`config.mk`:
```
export PLATFORM = sky130hd
export DESIGN_NAME = snake_dir_input
export DESIGN_NICKNAME = d
export VERILOG_FILES = /design/src/rtl/snake_pkg.sv /design/src/rtl/btn_debounce.sv /design/src/rtl/snake_dir_input.sv
export SDC_FILE = /design/constraint.sdc
export NUM_CORES = 1
export LEC_CHECK = 0
export CAP_MARGIN = 20
export CORE_MARGIN = 2
export CORE_UTILIZATION = 45
export DETAILED_ROUTE_END_ITERATION = 10
export SLEW_MARGIN = 25
export SYNTH_ARGS = -nofsm -noshare
export SYNTH_HDL_FRONTEND = slang
export SYNTH_SLANG_ARGS = --single-unit
```
`constraint.sdc`:
```
create_clock -name clk_master -period 4.7 [get_ports clk_master]
set_input_delay 0.47 -clock clk_master [delete_from_list [all_inputs] [get_ports clk_master]]
set_output_delay 0.47 -clock clk_master [all_outputs]
set_load 0.01 [all_outputs]
```
`src/rtl/snake_pkg.sv`:
```
// Shared types and helpers for the snake core.
// Heading encoding and the reversal helper.
package snake_pkg;

  typedef logic [1:0] dir_t;

  localparam dir_t DIR_UP    = 2'd0;
  localparam dir_t DIR_RIGHT = 2'd1;
  localparam dir_t DIR_DOWN  = 2'd2;
  localparam dir_t DIR_LEFT  = 2'd3;

  function automatic dir_t opposite(input dir_t d);
    return d ^ 2'b10;
  endfunction

endpackage

```
`src/rtl/btn_debounce.sv`:
```
// One button: 2-flop synchroniser, stability counter,
// debounced level and a press pulse on released->pressed.
module btn_debounce #(
  parameter int DEBOUNCE_CYCLES = 500000,
  parameter int CNT_W           = 19
) (
  input  logic clk,
  input  logic rst,
  input  logic btn_n,
  output logic level,
  output logic press_pulse
);

  localparam logic [CNT_W-1:0] CNT_MAX =
    CNT_W'(DEBOUNCE_CYCLES - 1);

  logic             sync1;
  logic             sync2;
  logic             stable_n;
  logic [CNT_W-1:0] cnt;

  // Bring the raw asynchronous level into the clock domain.
  always_ff @(posedge clk) begin
    if (rst) begin
      sync1 <= 1'b1;
      sync2 <= 1'b1;
    end else begin
      sync1 <= btn_n;
      sync2 <= sync1;
    end
  end

  // Accept a level change only after it holds long enough.
  always_ff @(posedge clk) begin
    if (rst) begin
      cnt         <= '0;
      stable_n    <= 1'b1;
      press_pulse <= 1'b0;
    end else begin
      press_pulse <= 1'b0;
      if (sync2 == stable_n) begin
        cnt <= '0;
      end else if (cnt == CNT_MAX) begin
        cnt         <= '0;
        stable_n    <= sync2;
        press_pulse <= ~sync2;
      end else begin
        cnt <= cnt + 1'b1;
      end
    end
  end

  assign level = ~stable_n;

endmodule

```
`src/rtl/snake_dir_input.sv`:
```
// Button-to-heading front end for the snake core.
// Queues one legal turn and commits it on game_tick.
module snake_dir_input
  import snake_pkg::*;
#(
  parameter int   DEBOUNCE_CYCLES = 500000,
  parameter int   CNT_W           = 19,
  parameter dir_t INIT_DIR        = 2'd1
) (
  input  logic       clk_master,
  input  logic       reset_master,
  input  logic       left,
  input  logic       right,
  input  logic       up,
  input  logic       down,
  input  logic       game_tick,
  output dir_t       dir,
  output logic       dir_changed,
  output logic       pending_valid,
  output logic [3:0] btn_state
);

  logic [3:0] raw_n;
  logic [3:0] press;
  dir_t       pending_dir;
  dir_t       cand;
  dir_t       ref_dir;
  logic       any_press;
  logic       commit;
  logic       accept;

  // Bit index equals the heading code: up,right,down,left.
  assign raw_n = {left, down, right, up};

  for (genvar i = 0; i < 4; i++) begin : g_btn
    btn_debounce #(
      .DEBOUNCE_CYCLES (DEBOUNCE_CYCLES),
      .CNT_W           (CNT_W)
    ) u_db (
      .clk         (clk_master),
      .rst         (reset_master),
      .btn_n       (raw_n[i]),
      .level       (btn_state[i]),
      .press_pulse (press[i])
    );
  end

  // Pick one press per cycle: up > right > down > left.
  always_comb begin
    cand      = DIR_UP;
    any_press = |press;
    priority case (1'b1)
      press[0]: cand = DIR_UP;
      press[1]: cand = DIR_RIGHT;
      press[2]: cand = DIR_DOWN;
      press[3]: cand = DIR_LEFT;
      default:  cand = DIR_UP;
    endcase
  end

  // Judge the press against the heading that will hold next.
  always_comb begin
    commit  = game_tick & pending_valid;
    ref_dir = commit ? pending_dir : dir;
    accept  = any_press &&
              (cand != ref_dir) &&
              (cand != opposite(ref_dir));
  end

  // Commit on tick first, then queue any accepted press.
  always_ff @(posedge clk_master) begin
    if (reset_master) begin
      dir           <= INIT_DIR;
      dir_changed   <= 1'b0;
      pending_dir   <= INIT_DIR;
      pending_valid <= 1'b0;
    end else begin
      dir_changed <= 1'b0;
      if (commit) begin
        dir           <= pending_dir;
        dir_changed   <= 1'b1;
        pending_valid <= 1'b0;
      end
      if (accept) begin
        pending_dir   <= cand;
        pending_valid <= 1'b1;
      end
    end
  end

endmodule

```
======== Yosys cells after proc, flatten, opt, wreduce, memory -nomap -nowiden ========
Index checks and enable logic that the tools add are counted.
operators by class
  $add $sub $neg .......................... 4
  equality and inequality tests ........... 10
  muxes and demuxes ....................... 8
  bitwise logic cells ..................... 18
  reductions and logical operators ........ 16
operator list
  kind                     number
  $add A19 B1 Y19 const B  4
  $eq A19 B19 Y1 const B   4
  $reduce_or A3 Y1         8
  $not A1 Y1               17
  $mux W2                  5
  $reduce_and A2 Y1        4
  $eq A1 B1 Y1             4
  $ne A2 B2 Y1             2
  $reduce_or A4 Y1         1
  $mux W1                  3
  $logic_and A1 B1 Y1      2
  $reduce_bool A2 Y1       1
  $and A1 B1 Y1            1
storage, ports and cells
  register bits after elaboration ......... 98
  output and inout port bits .............. 8
  logic and storage cells ................. 80

======== Logic depth before layout (Yosys ltp) ========
Gate-level depths: netlist (run 1).
  depth after elaboration ................. 8
  depth in mapped cells ................... 6
  depth with buffers taken out ............ 5

======== Modules after synthesis ========
Synthesis (run 1) repeated with hierarchy kept, for this count alone.
unflattened totals
  cells, all modules ...................... 479
  area, all modules ....................... 4380.5 um^2
by module, submodules not included
  module           instances  cells an instance  area each (um^2)  seq. area each (um^2)
  btn_debounce     4          112                1021.0            460.4
  snake_dir_input  1          31                 296.5             120.1

======== Worst setup path after synthesis (run 1) ========
No wires, ideal clock.
  kind .................................... flip-flop to flip-flop
  start point ............................. register g_btn[2].u_db.cnt[7]
  end point ............................... register g_btn[2].u_db.cnt[4]
  setup time .............................. 0.115 ns
  data arrival time ....................... 1.973 ns
  slack ................................... 2.613 ns
  stages on the path, launching flop included .. 7
  cell sequence ........................... dfxtp_1 > buf_4 > or4b_1 > or4_4 > o211ai_4 > buf_8 > nor2_1
on the way
  longest elaborated chain between the ends .. 2
RTL lines
  item                               line                source
  from (decl)                        btn_debounce.sv:20  logic [CNT_W-1:0] cnt;
  from (signal assigned)             btn_debounce.sv:48  cnt <= cnt + 1'b1;
  $eq A19 B19 Y1                     btn_debounce.sv:43  end else if (cnt == CNT_MAX) begin
  $reduce_or A3 Y1 (no source line)  -
No other way between the ends.
A chain may end at the register's enable or synchronous reset.

======== Worst setup path after layout (run 1) ========
  start point ............................. register g_btn[2].u_db.cnt[7]
  end point ............................... register g_btn[2].u_db.cnt[2]
Same word-level chain as after synthesis.

==> impl_metrics.tcl, run 1 <==
set metrics [dict create \
    drive_gt1_share_pct 6.972 \
    syn_area_um2 4268 \
    crit_buf_inv 0 \
    outcome "finished clean" \
    cts_hold_buf 0 \
    gp_congestion 0.7817 \
    p_comb_share_pct 1.6 \
    vias 3243 \
    htree_levels 3 \
    tightest_slew_ps 698.8 \
    wire_per_inst_um 11.96 \
    grt_pass1_vias 2894 \
    grt_pass1_wl_um 13280 \
    antenna_found_initial 0 \
    cts_tree "built" \
    syn2layout_area_growth_pct 9.528 \
    share_seq_of_total_power_pct 61.5 \
    cts-resized-gates 0 \
    startpoint_type "flop" \
    synthCells 484 \
    hold_ws_ps 408.2 \
    final-hold-violation-count 0 \
    cts_buffers 9 \
    postCtsSetupRepairBufs 0 \
    max_cap_violations 0 \
    setup_slack_ps 2439 \
    rows 35 \
    rsz0062_at_grt "false" \
    finalCritPeriodShare_pct 48.10 \
    p_per_area_nw_per_um2 291.0 \
    grt_max_degree 23 \
    critPathRequiredTime_ps 4920 \
    irDropWorstVdd_mv 0.1440 \
    final_common_cell "dfxtp_1" \
    gr-total-overflow 0 \
    synth-seq-cells 98 \
    final_util_pct 50.59 \
    synth_nets 495 \
    cts.clk_slew.worst_paths_ps 100 \
    coreArea_um2 9240 \
    leakagePower_nw 1.359 \
    critPathArrivalTime_ps 2480 \
    ant_nets 0 \
    drt_first_iter_violations 85 \
    die_w_um 101.4 \
    clkLatencyLatePin_ps 360 \
    io_pins 15 \
    nets 508 \
    cp_cell_sequence "or4b_1, or4_4, o211ai_4, nor2_1" \
    critPathCaptureType "flop" \
    grt.busiest_layer "met2" \
    ys_types 44 \
    crit_type "flop to flop" \
    design.die.area_um2 10280 \
    swShare_pct 21.76 \
    crit_fanout 19 \
    drt-pass1-iter-count 4 \
    yosysSeqAreaShare_pct 45.97 \
    antenna_cells 0 \
    pre_cts_ws_ps 2185 \
    drc 0 \
    period_needed_ps 2261 \
    p_int_mw 1.065 \
    die_h_um 101.4 \
    slew_headroom_pct 53.27 \
    critPathSlowestCell "or4_4" \
    cts.sinks 98 \
    timing.fmax_mhz 442.3 \
    ys_warn_count 0 \
    initial_core_util_pct 46.19 \
    finalSetupViolCount 0 \
    ff2ff_setup_slack_ps 2440 \
    maxSlewViolCount 0 \
    switchingPower_mw 0.2960 \
    avgSynthCellArea_um2 8.818 \
    cts_root_buf "clkbuf_8" \
    clockBufferDepth 2 \
    vias_per_cell 5.139 \
    met3_usage_pct 2.622 \
    skew_ps 15.08 \
    use_met1_pct 22.14 \
    final.setup.tns_ps 0 \
    dp_hpwl_um 5194 \
    numPortBuffers 14 \
    cp_slowest_stage_delay_ps 590 \
    hold_class "flop to flop" \
    clkPwrFrac_pct 36.9 \
    grt_use_total_pct 15.85 \
    finalWirelength_um 7545 \
    grt_use_met2_pct 24.15 \
    mostFrequentLayoutCells "98 x dfxtp_1, 83 x nor2_1, 47 x xnor2_1, 28 x nand2_1, 27 x nand3_1" \
    cp_top_family "simple AND/OR/NAND/NOR gates" \
]
## kinds of logic after synthesis
family | synth area share (%)
AOI/OAI and AO/OA | 5.336
adders and majority gates | 1.173
buffers and inverters | 4.251
muxes | 1.202
and+or+nand+nor | 29.76
DFF | 45.97
xor gates and xnor gates | 12.31
## per-layer routing
metal	wire length, µm	vias up	share of wire (%)
met4	143	0	1.9
li1	-	1694	-
met5	0	-	0
met3	266	11	3.5
met1	3867	1492	51
met2	3268	46	43
## metrics by stage
step | instance area, µm² | power (mW) | instances
after floorplan | 4268 | 0.8693 | 484
after global placement | 4493 | 0.8776 | 615
after detailed placement | 4493 | 0.8782 | 615
after CTS | 4674 | 1.384 | 631
after global routing | 4674 | 1.417 | 631
final | 4674 | 1.361 | 631
## state kept, by name, indices dropped and copies added (netlist names), 2 cells and up
signal,flops
g_btn.u_db.cnt,76
g_btn.u_db.press_pulse,4
g_btn.u_db.stable_n,4
g_btn.u_db.sync1,4
g_btn.u_db.sync2,4
dir,2
pending_dir,2
## worst register-to-register path, stage by stage (launching register included)
cell	delay (ps)
dfxtp_1	390
or4b_1	560
or4_4	590
o211ai_4	470
nor2_1	110
## final timing paths
kind                                                       from  depth (start not counted)                         endpoint
worst min-delay path             g_btn[1].u_db.sync1$_SDFF_PP1_                          1   g_btn[1].u_db.sync2$_SDFF_PP1_
worst min register to register   g_btn[1].u_db.sync1$_SDFF_PP1_                          1   g_btn[1].u_db.sync2$_SDFF_PP1_
worst max register to register  g_btn[2].u_db.cnt[7]$_SDFF_PP0_                          4  g_btn[2].u_db.cnt[2]$_SDFF_PP0_
worst max-delay path            g_btn[2].u_db.cnt[7]$_SDFF_PP0_                          4  g_btn[2].u_db.cnt[2]$_SDFF_PP0_
## power groups by stage
| stage | registers (mW) | clock network (mW) | logic (mW) |
|---|---|---|---|
| finish | 0.836 | 0.502 | 0.0220 |
| global route | 0.837 | 0.555 | 0.0250 |
| global placement | 0.856 | 0 | 0.0220 |
| floorplan | 0.855 | 0 | 0.0141 |
| CTS | 0.836 | 0.525 | 0.0224 |
| detailed placement | 0.856 | 0 | 0.0223 |
## Yosys cell counts
library cell | number | area (µm²)
o21ai_4 | 1 | 16.27
nor4_1 | 13 | 81.33
or3_1 | 9 | 56.30
o211ai_4 | 1 | 21.27
or4_4 | 2 | 22.52
nand3_1 | 27 | 135.1
nand4_2 | 2 | 25.02
or4_1 | 12 | 90.09
clkinv_1 | 1 | 3.750
a221o_1 | 1 | 10.01
inv_1 | 23 | 86.33
xnor2_1 | 47 | 411.6
nand4_1 | 19 | 118.9
and4_1 | 1 | 8.760
or4b_1 | 2 | 20.02
or4bb_1 | 1 | 11.26
o31ai_1 | 5 | 37.54
dfxtp_1 | 98 | 1962
nor3_1 | 22 | 110.1
xor2_1 | 13 | 113.9
o21ai_1 | 1 | 5.000
ha_1 | 4 | 50.05
and3_1 | 1 | 6.260
o21ai_0 | 8 | 40.04
nor4b_1 | 4 | 35.03
or4b_2 | 1 | 10.01
a21o_1 | 1 | 7.510
nand3b_1 | 1 | 7.510
or2_2 | 10 | 62.56
buf_6 | 1 | 11.26
o211ai_1 | 1 | 7.510
nand2b_1 | 2 | 12.51
buf_8 | 1 | 15.01
a211oi_1 | 1 | 7.510
nand4b_1 | 2 | 17.52
nor2_1 | 83 | 311.6
buf_4 | 5 | 37.54
mux2i_1 | 4 | 40.04
nand2_1 | 28 | 105.1
buf_2 | 1 | 5.000
nand4bb_1 | 2 | 22.52
mux2_2 | 1 | 11.26
a21oi_1 | 15 | 75.07
clkbuf_1 | 6 | 22.52
## cell type report
cell class | instances | area [µm²]
Clock buffer | 12 | 155.1
Clock inverter | 4 | 26.28
Fill cell | 879 | 4566
Inverter | 24 | 90.09
Multi-Input combinational cell | 348 | 2125
Sequential cell | 98 | 1962
Tap cell | 129 | 161.4
Timing Repair Buffer | 16 | 155.1
(Power assumes the default switching activity.)
==> run 2, diff against run 1 <==
- clock period: 4.7 -> 2.06 ns (I/O delays scaled with it)
==> run 2 against run 1 <==
Effect of this change:
- combinational power rose to 2.7 times the previous value
- via count rose by 4.1%
- clock power rose to 2.8 times the previous value
- sequential share of layout area fell by 2.7 points
- largest cell class unchanged
- worst hold slack got worse by 2.7 ps
- register-to-register slack got worse by 2300 ps
- count of clock-buffer cells in the layout fell by 2
- global-route usage rose by 0.50 points
- first-iteration DRC count rose by 28%
- routed wire length rose by 5.7%
- die area did not move
- final cell count rose by 5.4%
==> impl_metrics.tcl, run 2 (same netlist as run 1, synthesis figures left out) <==
set metrics [dict create \
    nets 542 \
    route.met3.wl_um 226 \
    grt_use_total_pct 16.35 \
    final-hold-violation-count 0 \
    clkLatencyLatePin_ps 370 \
    rsz0062_at_grt "false" \
    critPathCaptureType "flop" \
    antenna_cells 0 \
    hold_class "input pin to flop" \
    rows 35 \
    cts.clk_slew.worst_paths_ps 90 \
    max_cap_violations 0 \
    htree_levels 3 \
    final_common_cell "dfxtp_1" \
    grt_max_degree 20 \
    vias 3375 \
    period_needed_ps 1964 \
    critPathArrivalTime_ps 2220 \
    dr_wl_met2_um 3509 \
    outcome "finished clean" \
    postCtsSetupRepairBufs 0 \
    maxSlewViolCount 0 \
    crit_type "flop to flop" \
    io_pins 15 \
    grt_pass1_vias 3133 \
    grt_pass1_wl_um 13640 \
    final.setup.tns_ps 0 \
    pre_cts_ws_ps 36.38 \
    leakagePower_nw 1.561 \
    initial_core_util_pct 46.19 \
    top_register "g_btn.u_db.cnt" \
    critPathRequiredTime_ps 2310 \
    finalSetupViolCount 0 \
    drive_gt1_share_pct 13.25 \
    vias_per_cell 5.075 \
    clockBufferDepth 2 \
    slew_headroom_pct 72.58 \
    gr-total-overflow 0 \
    syn2layout_area_growth_pct 17.21 \
    skew_ps 15.24 \
    crit_fanout 19 \
    top_layer_used "met4" \
    p_per_area_nw_per_um2 671.8 \
    antenna_found_initial 0 \
    gp_congestion 0.7990 \
    finalWirelength_um 7977 \
    drt_first_iter_violations 109 \
    cts.sinks 98 \
    ant_nets 0 \
    cts_tree "built" \
    tightest_slew_ps 399.8 \
    finalCritPeriodShare_pct 95.33 \
    cts_root_buf "clkbuf_8" \
    drt-pass1-iter-count 4 \
    timing.fmax_mhz 509.2 \
    irDropWorstVdd_mv 0.2870 \
    fin_total_pwr_mw 3.360 \
    mostFrequentLayoutCells "97 x dfxtp_1, 83 x nor2_1, 47 x xnor2_1, 34 x buf_4, 28 x nand2_1" \
    wire_per_inst_um 12.00 \
    numPortBuffers 14 \
    largest_reg_flops 76 \
    startpoint_type "flop" \
    dp_hpwl_um 5642 \
    drc 0 \
    die_h_um 101.4 \
    design.die.area_um2 10280 \
    setup_slack_ps 96.25 \
    wl_met1_um 4110 \
    die_w_um 101.4 \
    coreArea_um2 9240 \
    cts_buffers 9 \
]
==> run 2: cell count changes in the layout (fill, tap and decap cells not counted), sizes merged <==
cell / previous run / this run
buf: 2 / 36
bufinv: 0 / 2
clkbuf: 12 / 10
==> run 2: routing by layer <==
metal	track usage, %	vias to the layer above
met1	21.73	1551
met4	7.069	0
met3	3.796	10
met2	25.52	44
li1	-	1770
met5	0	-
==> run 2: stage by stage <==
step                instances  area [µm²]  util, %  hold WS (ps)
floorplan                 484        4278        -         309.8
global placement          649        4773    51.66         398.2
detailed placement        649        4773    51.66         397.0
CTS                       665        5001    54.12         397.5
global route              665        5002    54.14         402.5
finish                    665        5002    54.14         405.5
==> run 2: final cells by class <==
type                            count  area (µm²)
Tap cell                          129       161.4
Clock inverter                      6       90.09
Multi-Input combinational cell    348        2125
Sequential cell                    98        1963
Clock buffer                       10       137.6
Fill cell                         836        4238
Inverter                           24       90.09
Timing Repair Buffer               50       435.4
==> run 2: worst paths after layout <==
path / start / to / slack, ps / cells past startpoint
hold reg to reg: g_btn[2].u_db.sync1$_SDFF_PP1_ / g_btn[2].u_db.sync2$_SDFF_PP1_ / 420 / 1
setup reg to reg: g_btn[2].u_db.cnt[9]$_SDFF_PP0_ / g_btn[2].u_db.cnt[13]$_SDFF_PP0_ / 100 / 5
hold / removal: left / g_btn[3].u_db.sync1$_SDFF_PP1_ / 410 / 2
setup / recovery: g_btn[2].u_db.cnt[9]$_SDFF_PP0_ / g_btn[2].u_db.cnt[13]$_SDFF_PP0_ / 100 / 5
==> run 2: worst max-delay path, stage by stage (launching register included) <==
cell and delay (ps):
dfxtp_1 310, or4b_1 510, or4_4 580, o211ai_4 220, buf_12 180, a21oi_1 50
==> run 2: where the power goes <==
group | leakage (nW) | switching (mW) | internal, mW | total, mW
Combinational | 0.656 | 0.0303 | 0.0288 | 0.0591
Clock | 0.112 | 0.674 | 0.719 | 1.39
Sequential | 0.792 | 0.00543 | 1.90 | 1.91
Total | 1.56 | 0.710 | 2.65 | 3.36
==> run 2: repair_timing <==
item | in CTS | in global routing
gates resized for setup | 0 | 1
endpoints found under the setup margin | 0 | 19
hold buffers | 0 | 0
==> run 3, diff against run 2 <==
- CTS_CLUSTER_SIZE: not set -> 40
==> results of run 3 <==
Same layout as run 2: the final DEF is identical, and so are final timing and power.
